`config.mk`:
```
export PLATFORM = sky130hd
export DESIGN_NAME = inst_fetch_bridge
export DESIGN_NICKNAME = d
export VERILOG_FILES = /design/src/rtl/inst_fetch_bridge.sv
export SDC_FILE = /design/constraint.sdc
export NUM_CORES = 1
export LEC_CHECK = 0
export CAP_MARGIN = 20
export CORE_ASPECT_RATIO = 0.7
export CORE_MARGIN = 2
export CORE_UTILIZATION = 46
export DETAILED_ROUTE_END_ITERATION = 8
export PLACE_DENSITY_LB_ADDON = 0.08
export SLEW_MARGIN = 15
export SYNTH_ARGS = -nofsm -noshare
export SYNTH_HDL_FRONTEND = slang
export SYNTH_SLANG_ARGS = --single-unit
```
`constraint.sdc`:
```
create_clock -name clk -period 5.25 [get_ports clk]
set_input_delay 0.7875 -clock clk [delete_from_list [all_inputs] [get_ports clk]]
set_output_delay 0.7875 -clock clk [all_outputs]
set_load 0.05 [all_outputs]
```
`src/rtl/inst_fetch_bridge.sv`:
```
// Instruction-fetch front end: turns pcF into one sram-like read per fetch,
// stalls the pipe while the fetch is in flight and buffers the word under stall.
module inst_fetch_bridge #(
  parameter int ADDR_W = 32,
  parameter int DATA_W = 32
) (
  input  logic              clk,
  input  logic              rst,
  input  logic [ADDR_W-1:0] pcF,
  input  logic              stall_ext,
  input  logic              flush_except,
  output logic [DATA_W-1:0] instrF,
  output logic              stallreq_from_if,
  output logic              inst_req,
  output logic              inst_wr,
  output logic [1:0]        inst_size,
  output logic [ADDR_W-1:0] inst_addr,
  input  logic              inst_addr_ok,
  input  logic              inst_data_ok,
  input  logic [DATA_W-1:0] inst_rdata
);

  typedef enum logic [2:0] {
    S_IDLE,
    S_REQ,
    S_WAIT,
    S_HOLD,
    S_DROP
  } state_t;

  state_t            state_q;
  logic [ADDR_W-1:0] addr_q;
  logic [DATA_W-1:0] buf_q;
  logic              drop_q;
  logic              pc_misaligned;

  assign pc_misaligned = |pcF[1:0];

  // NOTE: sequential state uses non-blocking assignments only, so every
  // register samples the pre-edge values of its neighbours.
  always_ff @(posedge clk or negedge rst) begin
    if (!rst) begin
      state_q <= S_IDLE;
      addr_q  <= '0;
      buf_q   <= '0;
      drop_q  <= 1'b0;
    end else begin
      case (state_q)
        S_IDLE: begin
          addr_q <= pcF;
          if (!pc_misaligned && !flush_except) state_q <= S_REQ;
        end
        S_REQ: begin
          // An issued request cannot be retracted; a flush only marks its reply as junk.
          if (inst_addr_ok) begin
            state_q <= (flush_except || drop_q) ? S_DROP : S_WAIT;
            drop_q  <= 1'b0;
          end else if (flush_except) begin
            drop_q  <= 1'b1;
          end
        end
        S_WAIT: begin
          if (inst_data_ok) begin
            if (flush_except || !stall_ext) begin
              state_q <= S_IDLE;
            end else begin
              buf_q   <= inst_rdata;
              state_q <= S_HOLD;
            end
          end else if (flush_except) begin
            state_q <= S_DROP;
          end
        end
        S_HOLD: begin
          if (!stall_ext || flush_except) state_q <= S_IDLE;
        end
        S_DROP: begin
          if (inst_data_ok) state_q <= S_IDLE;
        end
        default: state_q <= S_IDLE;
      endcase
    end
  end

  // NOTE: every output gets a default before the case so no latch is inferred.
  always_comb begin
    instrF           = '0;
    stallreq_from_if = 1'b0;
    inst_req         = 1'b0;
    if (rst) begin
      case (state_q)
        S_IDLE: stallreq_from_if = !pc_misaligned;
        S_REQ: begin
          inst_req         = 1'b1;
          stallreq_from_if = 1'b1;
        end
        S_WAIT: begin
          instrF           = inst_rdata;
          stallreq_from_if = !inst_data_ok;
        end
        S_HOLD: instrF = buf_q;
        S_DROP: stallreq_from_if = 1'b1;
        default: ;
      endcase
    end
  end

  assign inst_wr   = 1'b0;
  assign inst_size = 2'b10;
  assign inst_addr = addr_q;

endmodule
```
==> summary.txt, run 1 <==
Floorplan
  • IO Pins: 139
  • Die area: 0.00775 mm^2
  • Die Span X: 104 um
  • Effective utilization at floorplan: 0.478
  • Die height: 74.2 um
  • Core Rows: 25
  • Core box area: 0.00679 mm^2

Logic synthesis
  • Number of flops mapped to enable cells by yosys: 0
  • Top flip-flop cell by instance count after synthesis: sky130_fd_sc_hd__dfrtp_1
  • Top cells by area in the synthesized netlist: sky130_fd_sc_hd__dfrtp_1 52%, sky130_fd_sc_hd__mux2_1 22%, sky130_fd_sc_hd__a22oi_1 7.4%, sky130_fd_sc_hd__nor2b_1 6.4%, sky130_fd_sc_hd__buf_6 1.0%
  • Yosys warnings: 0
  • Post-synthesis instance area: 0.00324 mm^2
  • Synthesized area per cell: 12.7 um^2
  • Proportion of netlist area held by the largest area contributor: 0.525
  • Biggest area consumer among synthesized cells: sky130_fd_sc_hd__dfrtp_1
  • Count of distinct cell types in the synthesized netlist: 28
  • Synthesized instance count: 256
  • Sequential area share after synthesis: 0.525
  • Share of async-settable or async-resettable flops after synthesis: 1.00
  • Synth Register Bits: 68

Clocking
  • Register clock-pin slew on the reported worst setup and hold paths: 0.07 ns
  • Cells resized by post-CTS repair: 0
  • Clock buffer count from CTS: 9
  • Clock Tree Buf Depth: 2
  • CTS tree: yes
  • Clk sink count: 68
  • Total setup buffers inserted after CTS: 0
  • Cts hold-fix bufs: 0
  • Root Driver: sky130_fd_sc_hd__clkbuf_8
  • H-tree levels: 3
  • Clock network latency to the later pin of the worst-skew pair: 0.34 ns

Final layout
  • Nets: 455
  • P&R area growth vs syn: 48.2%
  • Fillers: 525
  • Number of antenna repair diodes: 0
  • Layout cell share with drive strength beyond 1: 0.0590
  • Most frequent cells in the layout: 134 x sky130_fd_sc_hd__clkdlybuf4s50_1, 68 x sky130_fd_sc_hd__dfrtp_1, 64 x sky130_fd_sc_hd__mux2_1
  • Multi-input gate area in the final layout: 0.00139 mm^2
  • Storage cell area: 0.00170 mm^2
  • Most common library cell in the layout ignoring fill and taps: sky130_fd_sc_hd__clkdlybuf4s50_1

STA
  • Slew @ Worst Pin: 0.750 ns
  • Period Utilization, post-route: 0.734
  • Achievable frequency: 259 MHz
  • Final setup TNS: 0 ns
  • Setup repair after global routing missed its margin: false
  • Final setup vio count: 0
  • Slack of the critical path: 1.40 ns
  • Final count of hold timing violations: 0
  • Clock tree skew after final layout: 0.00369 ns
  • Max_slew headroom: 0.500
  • Count of final max-slew check failures: 0
  • Final worst path period need: 3.85 ns

Setup path
  • Biggest cell delay along the critical path: 0.82 ns
  • Sort of element at the start of the critical path: flop
  • Chain of cells forming the critical path: nor3b_4, buf_4, a22oi_1, nor2b_1, clkdlybuf4s50_1
  • Kind of critical path: reg -> out
  • Critical Path AT: 3.07 ns
  • CP max FO: 18
  • Dominant delay contributor by cell family on the critical path: buffers and inverters
  • Worst reg-to-reg setup slack: 2.82 ns
  • Count of buffer and inverter cells on the critical path: 2
  • Endpoint type of the worst setup path: output port
  • Cell with the largest stage delay on the worst path: sky130_fd_sc_hd__clkdlybuf4s50_1
  • Data required time of the worst path: 4.46 ns

Power and ir drop
  • Power per standard cell area: 569 mW/mm^2
  • Maximum VDD drop: 421 uV
  • Leak pwr: 1.96 nW

GRT
  • Antenna violations before repair: 0
  • Via count of the first global-routing pass: 2520
  • Overflow left after global routing: 0
  • First-pass GRT wire length: 12500 um
  • Largest net degree at the start of global routing: 79
  • Total routing usage reported by global routing: 0.205

Drt
  • Total wire length: 7340 um
  • Overall via count from detail_route: 2446
  • Pre-Repair DR Iteration Count: 4
  • Post-route DRC: 0
  • Via/cell ratio: 5.05
  • WL/cell: 15.2 um
  • Number of antenna-violating nets in the routed design: 0
  • Number of DRC violations after detailed-routing iteration 0: 107

Placement
  • Port Buffer Count: 135
  • Global placer's final weighted congestion: 0.820
  • Pre-CTS worst setup slack: 1.75 ns
  • Detailed Place HPWL: 5210 um

Run
  • Max_cap viols: 0

Run status
  • Result of the run: completed

Hold path
  • Worst min-delay path class: reg -> reg
==> where the power goes <==
group          total (mW)  switching, mW  internal (mW)
combinational        1.39          0.844          0.545
clock               0.434          0.191          0.244
sequential          0.912          0.138          0.774
==> kinds of logic after synthesis <==
| kind of cell | Yosys count | synth area share |
|---|---|---|
| mux | 66 | 0.228 |
| other cells | 2 | 0.00232 |
| buf+inv | 25 | 0.0498 |
| compound gates | 43 | 0.0942 |
| flops | 68 | 0.525 |
| simple gates | 52 | 0.100 |
==> path summary, 6_finish.rpt <==
path | start | end | cells after the start
max | state_q[1] | instrF[9] | 5
min | inst_addr[8] | inst_addr[8] | 1
max reg2reg | state_q[1] | buf_q[7] | 4
min reg2reg | inst_addr[8] | inst_addr[8] | 1
max in group asynchronous | rst | inst_addr[22] | 2
min in group asynchronous | rst | inst_addr[8] | 1
==> sequential cells by signal (all words and copies together), names as in the netlist <==
| name | cells |
|---|---|
| buf_q | 32 |
| drop_q | 1 |
| inst_addr | 32 |
| state_q | 3 |
==> per-stage QoR <==
stage          cell area, um^2   util  total power, mW  instances  hold WS [ns]
3_5_place_dp              4600  0.678             2.33        468         0.474
4_1_cts                   4800  0.708             2.77        484         0.490
5_1_grt                   4800  0.708             2.89        484         0.497
2_1_floorplan             3250      -             1.86        257         0.459
3_3_place_gp              4600  0.678             2.29        468         0.465
6_report                  4800  0.708             2.74        484         0.482
==> worst register-to-register path, delay by kind of cell, from the launching register on <==
kind | cells | cell delay [ns]
buffers and inverters | 1 | 0.40
multiplexers | 1 | 0.38
flip-flops | 1 | 0.58
AND/OR/NAND/NOR | 2 | 0.95
==> synthesized netlist by cell type, drive strengths merged (2+ instances only) <==
| library cell | count |
|---|---|
| clkbuf | 8 |
| a22oi | 32 |
| nand2 | 2 |
| and2 | 3 |
| conb | 2 |
| inv | 2 |
| dfrtp | 68 |
| buf | 15 |
| mux2i | 2 |
| nor2 | 7 |
| mux2 | 64 |
| a21oi | 3 |
| nor2b | 33 |
| o21ai | 5 |
==> area by class of cell <==
| type | instances | area share |
|---|---|---|
| sequential | 68 | 0.354 |
| multi-input combinational | 164 | 0.289 |
| timing repair buffer | 140 | 0.289 |
| clock buffer | 12 | 0.0323 |
| tap | 94 | 0.0245 |
| clock inverter | 4 | 0.00990 |
| inverter | 2 | 0.00156 |
==> routing by layer <==
metal  share of wire  GRT usage  wire length, um
met1            0.46      0.271             3350
met2            0.45      0.321             3290
met3           0.081     0.0762              594
met4           0.013     0.0631               94
met5               0          0                0
Power figures use the tool's default switching activity.
==> inputs of run 2 (changes only) <==
- CORE_UTILIZATION: 46 -> 38
- clock period: 5.25 -> 3.43 ns (I/O delays scaled with it)
==> run 2 against run 1 <==
- utilization is 8.4 points lower
- critical path depth is 1 higher
- worst hold slack got worse by 0.40 ns
- sequential share of layout area decreased by 2.8 points
==> summary.txt, run 2 (same netlist as run 1, synthesis figures left out) <==
Drt
  • Met2 WL post-DR: 3440 um
  • Overall via count from detail_route: 2466
  • Total wire length: 7550 um
  • Wire length on met3: 620 um
  • Top metal layer carrying routed signals: met4
  • WL/cell: 15.2 um
  • Wire length on met1: 3370 um
  • Post-route DRC: 0
  • Number of DRC violations after detailed-routing iteration 0: 66
  • Number of antenna-violating nets in the routed design: 0
  • Pre-Repair DR Iteration Count: 4
  • Via/cell ratio: 4.97

Run
  • Max_cap viols: 0

STA
  • Period Utilization, post-route: 0.845
  • Max_slew headroom: 0.645
  • Count of final max-slew check failures: 0
  • Final worst path period need: 2.90 ns
  • Final setup TNS: 0 ns
  • Final count of hold timing violations: 0
  • Slew @ Worst Pin: 0.532 ns
  • Achievable frequency: 345 MHz
  • Slack of the critical path: 0.532 ns
  • Setup repair after global routing missed its margin: false
  • Clock tree skew after final layout: 0.00492 ns
  • Final setup vio count: 0

Clocking
  • Clock buffer count from CTS: 9
  • Cts hold-fix bufs: 0
  • Clock network latency to the later pin of the worst-skew pair: 0.32 ns
  • CTS tree: yes
  • Register clock-pin slew on the reported worst setup and hold paths: 0.05 ns
  • Root Driver: sky130_fd_sc_hd__clkbuf_16
  • H-tree levels: 3
  • Clk sink count: 68
  • Clock Tree Buf Depth: 2
  • Cells resized by post-CTS repair: 0
  • Total setup buffers inserted after CTS: 0

Floorplan
  • IO Pins: 139
  • Core box area: 0.00837 mm^2
  • Die Span X: 114 um
  • Die area: 0.00930 mm^2
  • Die height: 81.3 um
  • Core Rows: 28
  • Effective utilization at floorplan: 0.387

Power and ir drop
  • Leak pwr: 2.16 nW
  • Part of the total power dissipated in the clock network: 0.186
  • Sequential power share: 0.316
  • Power share of the combinational group: 0.498
  • Switching power total: 1.83 mW
  • Internal power summed over all cells: 2.60 mW
  • Switching share of power: 0.413
  • Maximum VDD drop: 509 uV
  • Power per standard cell area: 849 mW/mm^2

Setup path
  • Sort of element at the start of the critical path: input port
  • Endpoint type of the worst setup path: output port
  • Biggest cell delay along the critical path: 0.80 ns
  • Cell with the largest stage delay on the worst path: sky130_fd_sc_hd__clkdlybuf4s50_1
  • Data required time of the worst path: 2.92 ns
  • Dominant delay contributor by cell family on the critical path: buffers and inverters
  • CP max FO: 3
  • Critical Path AT: 2.38 ns
  • Chain of cells forming the critical path: clkdlybuf4s50_1, nor2_1, nor2_1, o32ai_1, and2_1, clkdlybuf4s50_1
  • Count of buffer and inverter cells on the critical path: 2
  • Kind of critical path: in -> out

Placement
  • Post-placement cell area: 0.00495 mm^2
  • Port Buffer Count: 135
  • Cell count after placement: 481
  • Pre-CTS worst setup slack: 0.518 ns
  • Global placer's final weighted congestion: 0.786
  • Detailed Place HPWL: 5280 um

GRT
  • Overflow left after global routing: 0
  • First-pass GRT wire length: 12300 um
  • Largest net degree at the start of global routing: 46
  • Antenna violations before repair: 0
  • Via count of the first global-routing pass: 2487
  • Total routing usage reported by global routing: 0.173

Final layout
  • Post-route insts no fill: 496
  • Layout cell share with drive strength beyond 1: 0.146
  • Most common library cell in the layout ignoring fill and taps: sky130_fd_sc_hd__clkdlybuf4s50_1
  • Fillers: 659
  • Nets: 457
  • Fin util: 0.623
  • Cell area after layout: 0.00522 mm^2
  • Most frequent cells in the layout: 101 x sky130_fd_sc_hd__clkdlybuf4s50_1, 68 x sky130_fd_sc_hd__dfrtp_1, 64 x sky130_fd_sc_hd__mux2_1
  • P&R area growth vs syn: 61.0%
  • Number of antenna repair diodes: 0

Hold path
  • Worst min-delay path class: in -> async

Run status
  • Result of the run: completed
-- run 2: changes by cell type in the layout (fill, tap and decap cells not counted), sizes merged --
cell,previous run,this run
clkbuf,12,13
bufinv,1,0
clkinvlp,1,0
clkdlybuf4s50,134,101
buf,6,41
-- run 2: through the flow --
step,hold slack [ns],power [mW]
after floorplan,0.219,2.85
after global placement,0.441,3.60
after detailed placement,0.439,3.64
after CTS,0.0838,4.49
after global routing,0.0950,4.68
final,0.0849,4.43
-- run 2: power groups by stage --
stage | clock, mW | sequential, mW | combinational [mW]
3_3_place_gp | 0 | 1.39 | 2.20
6_report | 0.825 | 1.40 | 2.21
3_5_place_dp | 0 | 1.41 | 2.23
5_1_grt | 0.898 | 1.45 | 2.33
2_1_floorplan | 0 | 2.03 | 0.818
4_1_cts | 0.859 | 1.40 | 2.24
-- run 2: metal layers --
metal | vias up | GRT usage
li1 | 1169 | -
met1 | 1204 | 0.215
met2 | 80 | 0.266
met3 | 13 | 0.0828
met4 | 0 | 0.0622
met5 | - | 0
-- run 2: path summary, 6_finish.rpt --
kind,start,endpoint,slack [ns],cells past startpoint
max in group asynchronous,rst,inst_addr[27],2.17,3
hold reg to reg,inst_addr[5],inst_addr[5],0.48,1
setup reg to reg,state_q[1],buf_q[10],1.17,5
hold / removal,rst,inst_addr[11],0.08,1
setup / recovery,pcF[1],stallreq_from_if,0.53,6
min in group clk,inst_addr[5],inst_addr[5],0.48,1
-- run 2: area by class of cell --
| type | count | area (um^2) | share of cell area |
|---|---|---|---|
| Timing Repair Buffer | 142 | 1720 | 0.329 |
| Sequential cell | 68 | 1700 | 0.326 |
| Multi-Input combinational cell | 164 | 1390 | 0.266 |
| Clock buffer | 13 | 260 | 0.0499 |
| Tap cell | 105 | 131 | 0.0252 |
| Clock inverter | 2 | 10.0 | 0.00192 |
| Inverter | 2 | 7.51 | 0.00144 |
